[config.mk]
export PLATFORM = sky130hd
export DESIGN_NAME = bloco_operativo
export DESIGN_NICKNAME = d
export VERILOG_FILES = /design/src/rtl/bloco_operativo_pkg.sv /design/src/rtl/bloco_operativo_ula.sv /design/src/rtl/bloco_operativo.sv
export SDC_FILE = /design/constraint.sdc
export NUM_CORES = 1
export LEC_CHECK = 0
export CAP_MARGIN = 5
export CORE_MARGIN = 4
export CORE_UTILIZATION = 30
export CTS_BUF_LIST = sky130_fd_sc_hd__clkbuf_2 sky130_fd_sc_hd__clkbuf_4 sky130_fd_sc_hd__clkbuf_8
export CTS_CLUSTER_DIAMETER = 60
export DETAILED_ROUTE_END_ITERATION = 12
export GPL_ROUTABILITY_DRIVEN = 0
export HOLD_SLACK_MARGIN = 0.02
export SYNTH_ARGS = -nofsm -noshare
export SYNTH_HDL_FRONTEND = slang
export SYNTH_HIERARCHICAL = 1
export SYNTH_SLANG_ARGS = --single-unit
[constraint.sdc]
create_clock -name clock -period 9.6 [get_ports clock]
set_input_delay 1.44 -clock clock [delete_from_list [all_inputs] [get_ports clock]]
set_output_delay 1.44 -clock clock [all_outputs]
set_load 0.01 [all_outputs]
[src/rtl/bloco_operativo_pkg.sv]
// bloco_operativo_pkg: mux select and ALU op encodings shared by the datapath and control FSM
package bloco_operativo_pkg;
    // Operand A source (m0)
    typedef enum logic [1:0] {M0_COEF_A = 2'd0, M0_H = 2'd1, M0_X = 2'd2, M0_ZERO = 2'd3} m0_sel_e;
    // Operand B source (m1)
    typedef enum logic [1:0] {M1_X = 2'd0, M1_COEF_B = 2'd1, M1_COEF_C = 2'd2, M1_ZERO = 2'd3} m1_sel_e;
    // H write source (m2)
    typedef enum logic [1:0] {M2_ALU = 2'd0, M2_X_IN = 2'd1, M2_COEF_C = 2'd2, M2_ZERO = 2'd3} m2_sel_e;
    // ALU operation (h)
    typedef enum logic {OP_ADD = 1'b0, OP_MUL = 1'b1} op_e;
endpackage

[src/rtl/bloco_operativo_ula.sv]
// ula_operativa: combinational multiply/add with overflow flag
//   a_i, b_i : operands
//   op_i     : 1 = multiply, 0 = add
//   y_o      : low WIDTH bits of the result, clamped to all-ones on overflow
//              when BLOCO_OPERATIVO_SAT_EN is defined, wrapped otherwise
//   ovf_o    : product high half non-zero or sum carry-out
module ula_operativa
    import bloco_operativo_pkg::*;
#(
    parameter int WIDTH = 16
) (
    input  logic [WIDTH-1:0] a_i,
    input  logic [WIDTH-1:0] b_i,
    input  logic             op_i,
    output logic [WIDTH-1:0] y_o,
    output logic             ovf_o
);
    logic [2*WIDTH-1:0] prod;
    logic [WIDTH:0]     sum;
    logic [WIDTH-1:0]   raw;

    always_comb begin
        prod  = {{WIDTH{1'b0}}, a_i} * {{WIDTH{1'b0}}, b_i};
        sum   = {1'b0, a_i} + {1'b0, b_i};
        ovf_o = (op_i == OP_MUL) ? |prod[2*WIDTH-1:WIDTH] : sum[WIDTH];
        raw   = (op_i == OP_MUL) ? prod[WIDTH-1:0] : sum[WIDTH-1:0];
`ifdef BLOCO_OPERATIVO_SAT_EN
        y_o   = ovf_o ? '1 : raw;
`else
        y_o   = raw;
`endif
    end
endmodule

[src/rtl/bloco_operativo.sv]
// bloco_operativo: Horner datapath for y = A*X^2 + B*X + C driven by external control strobes
//   clock, reset           : rising-edge clock, synchronous active-high reset
//   x_in, coef_a/b/c       : operand X and coefficients
//   h                      : ALU op (1 multiply, 0 add)
//   Reg_X, Reg_H, Reg_S    : load strobes for X, H and S
//   m0, m1, m2             : operand A, operand B and H source selects
//   result, result_valid   : S register and completed-evaluation flag
//   overflow               : sticky overflow for the current evaluation
//   Optional BLOCO_OPERATIVO_SAT_EN: saturate overflowing ALU results written to H
module bloco_operativo
    import bloco_operativo_pkg::*;
#(
    parameter int WIDTH = 16
) (
    input  logic             clock,
    input  logic             reset,
    input  logic [WIDTH-1:0] x_in,
    input  logic [WIDTH-1:0] coef_a,
    input  logic [WIDTH-1:0] coef_b,
    input  logic [WIDTH-1:0] coef_c,
    input  logic             h,
    input  logic             Reg_X,
    input  logic             Reg_H,
    input  logic             Reg_S,
    input  logic [1:0]       m0,
    input  logic [1:0]       m1,
    input  logic [1:0]       m2,
    output logic [WIDTH-1:0] result,
    output logic             result_valid,
    output logic             overflow
);
    logic [WIDTH-1:0] x_q, x_d, h_q, h_d, s_q, s_d, op_a, op_b, alu_y;
    logic             valid_q, valid_d, ovf_q, ovf_d, alu_ovf, ovf_evt;

    ula_operativa #(.WIDTH(WIDTH)) u_ula (
        .a_i  (op_a),
        .b_i  (op_b),
        .op_i (h),
        .y_o  (alu_y),
        .ovf_o(alu_ovf)
    );

    always_comb begin
        op_a    = (m0 == M0_COEF_A) ? coef_a : (m0 == M0_H) ? h_q : (m0 == M0_X) ? x_q : '0;
        op_b    = (m1 == M1_X) ? x_q : (m1 == M1_COEF_B) ? coef_b : (m1 == M1_COEF_C) ? coef_c : '0;
        // Only ALU results actually written into H count as overflow events
        ovf_evt = Reg_H && (m2 == M2_ALU) && alu_ovf;
        x_d     = Reg_X ? x_in : x_q;
        h_d     = !Reg_H ? h_q : (m2 == M2_ALU) ? alu_y : (m2 == M2_X_IN) ? x_in :
                  (m2 == M2_COEF_C) ? coef_c : '0;
        s_d     = Reg_S ? h_q : s_q;
        valid_d = Reg_S ? 1'b1 : Reg_X ? 1'b0 : valid_q;
        // A new event in the Reg_X cycle wins over the start-of-evaluation clear
        ovf_d   = ovf_evt ? 1'b1 : Reg_X ? 1'b0 : ovf_q;
    end

    always_ff @(posedge clock) begin
        if (reset) begin
            x_q     <= '0;
            h_q     <= '0;
            s_q     <= '0;
            valid_q <= 1'b0;
            ovf_q   <= 1'b0;
        end else begin
            x_q     <= x_d;
            h_q     <= h_d;
            s_q     <= s_d;
            valid_q <= valid_d;
            ovf_q   <= ovf_d;
        end
    end

    assign result       = s_q;
    assign result_valid = valid_q;
    assign overflow     = ovf_q;
endmodule

==> metrics <==
CTS resizes 0; PnR worst setup slack ~0.33 ns; DP Wirelength 30,390 um; initial DRC count around 770; Post-synth EDFFs 0; Die Width 212.8 um; Cell Area, Placed ~14,000 um^2; Worst Path Max Fanout 14; GRT Residual Overflow 0; Slew @ Worst Pin ~1.1 ns; syn avg cell area around 8.5 um^2; syn_nets 1,873; maximum clock insertion buffer count 2; largest net degree at the start of global routing between 50 and 60; Critical Path AT 9.53 ns; Die Y between 200 and 250 um; #FFs+latches synth 50; area leader, netlist fa_1; period utilisation layout 0.9654; # IOs between 90 and 100; Adder-Cell Fraction of Synth Area 0.4295; Area growth, synth to finish 13.11%; die area 45,290 um^2; overall routing resource usage 0.1620; Total Wirelength 36,600 um; CP max stage delay 0.66 ns; maximum vdd drop ~130 uV; TritonCTS clock tree built; RSZ-0062 raised after global routing no; starting density of the core 0.3061; pre-CTS WS slightly below 0.03 ns; hold_buf cts 0; Inserted Clock Buffers 5; # Post-CTS Setup Buffers 0; Core Box Area 41,110 um^2; clk slew on worst S/H paths between 0.1 and 0.15 ns; top-count cell post-synth inv_1; fmax roughly 0.11 GHz; vias per cell 5.099; Worst Setup Start Kind input pin; Diodes inserted 0; DRC errors left 0; register area share after synthesis 0.07954; xor/xnor share of the synthesized area 0.02018; Max stage delay cell, worst path clkdlybuf4s50_1; mux contribution to synthesized area 0.05687; Post-Synth Simple-Gate Area 0.1931; number of clock sinks 50; layout cells sized above 1 0.05602; Syn. warnings 6; Mapped Cells between 1,000 and 1,500; routed vias between 10,000 and 15,000; status finished clean; critical path data required time about 9.9 ns; Post-synth top cells inv_1, fa_1, nand2_1, and2_1, ha_1; Clock Skews between 0.015 and 0.02 ns; asr flop ratio synth 0; HP Class flip-flop to flip-flop; max cap viols 0; first-pass GRT wire length slightly below 60,000 um; initial antenna violation count 0; final setup vio count 0; largest family of logic cells by synthesized area adder cells; leakage power about 6.4 nW; Antenna Violating Nets Remaining 0; CTS Root Buffer Type clkbuf_8; Setup CP Type input pin to flip-flop; Synth Area in Compound Gates 0.1207; Port-buffer cells 93; fin. max-slew vios 0; Hold Violations, Final 0; Slew HR 0.2930; H-Tree Depth 2; row count 74; minimum clock period just over 9 ns; Skew-Pair Late Insertion Delay roughly 0.33 ns; power per cell area 118.8 nW/um^2; critical path's top delay family adder cells; top_reg_cell synth dfxtp_1; post-synth top area share 0.3102; CP Capture Type flip-flop; synth top area cells fa_1, ha_1, dfxtp_1; nets@finish 1,943; Syn Std Cell Area 12,580 um^2; DR pass1 iterations 5; WP buf/inv 7; final instance area 14,230 um^2; number of global-route vias before repair 11,000; DR WL/cell about 18 um; Yosys cell types 72; most used cell, CP fa_1; Fin Setup TNS 0 ns
## per-layer routing
layer,global-route usage,vias up,routed length [um]
met5,0,-,0
met3,0.02336,54,2499
met2,0.2667,379,17230
met4,0.04487,0,1091
li1,-,4929,-
met1,0.2236,5269,15780
## layout make-up
type | count | area (um^2)
Clock inverter | 3 | 28.78
Inverter | 225 | 844.6
Sequential cell | 50 | 1001
Clock buffer | 5 | 68.82
Timing Repair Buffer | 142 | 1299
Multi-Input combinational cell | 1128 | 10330
Tap cell | 532 | 665.6
Fill cell | 4309 | 26870
## kinds of logic (layout without fill, tap and decap cells)
kind of cell / after synthesis / count (layout)
and+or+nand+nor: 490 / 490
adders and majority gates: 315 / 315
buffers and inverters: 304 / 375
AOI/OAI and AO/OA: 223 / 223
muxes: 71 / 71
DFF: 50 / 50
xor gates and xnor gates: 29 / 29
## path summary, 6_finish.rpt
path / cells past startpoint / endpoint / slack (ns) / start
max: 27 / overflow$_SDFFE_PP0P_ / 0.33 / m0[0]
min: 2 / result[0]$_SDFFE_PP0P_ / 0.51 / result[0]$_SDFFE_PP0P_
max reg2reg: 24 / overflow$_SDFFE_PP0P_ / 1.92 / h_q[3]$_SDFFE_PP0P_
min reg2reg: 2 / result[0]$_SDFFE_PP0P_ / 0.51 / result[0]$_SDFFE_PP0P_
## flip-flops by register name, indices dropped and copies added, names as in the netlist
name / count
result: 16
h_q: 16
result_valid: 1
x_q: 16
overflow: 1
## worst reg2reg max path: cells and delay by family, from the launching register on
kind            cells  cell delay [ns]
fa+ha+maj           7             3.03
compound gates      8             2.70
simple gates        3             0.55
buf+inv             4             0.49
mux                 2             0.47
flops               1             0.39
## placed cells by master (no fill, tap or decap), drive strengths merged, types with 17 or more instances in the layout
cell           count
inv              226
nor2              64
ha               120
dfxtp             50
clkdlybuf4s50     91
o21ai             62
and2             120
nand3             17
a211oi            28
nor2b             41
buf               50
xnor2             17
nor3              29
mux2i             67
a21oi             33
o22ai             19
nand2            187
fa               195
## where the power goes
part	internal (mW)	switching, mW	total, mW
Clock	0.0544	0.0888	0.143
Combinational	0.526	0.790	1.32
Sequential	0.221	0.0106	0.231
Total	0.801	0.889	1.69
## stage by stage
stage / instances / hold WS, ns / utilization / total power [mW]
after CTS: 2084 / 0.5035 / 0.3461 / 1.695
after global routing: 2085 / 0.5177 / 0.3463 / 1.861
final: 2085 / 0.5102 / 0.3463 / 1.690
after global placement: 2076 / 0.4772 / 0.3437 / 1.530
after floorplan: 1482 / 0.4761 / - / 1.259
after detailed placement: 2076 / 0.4798 / 0.3437 / 1.541
No activity file was read; power rests on OpenSTA's default activity.
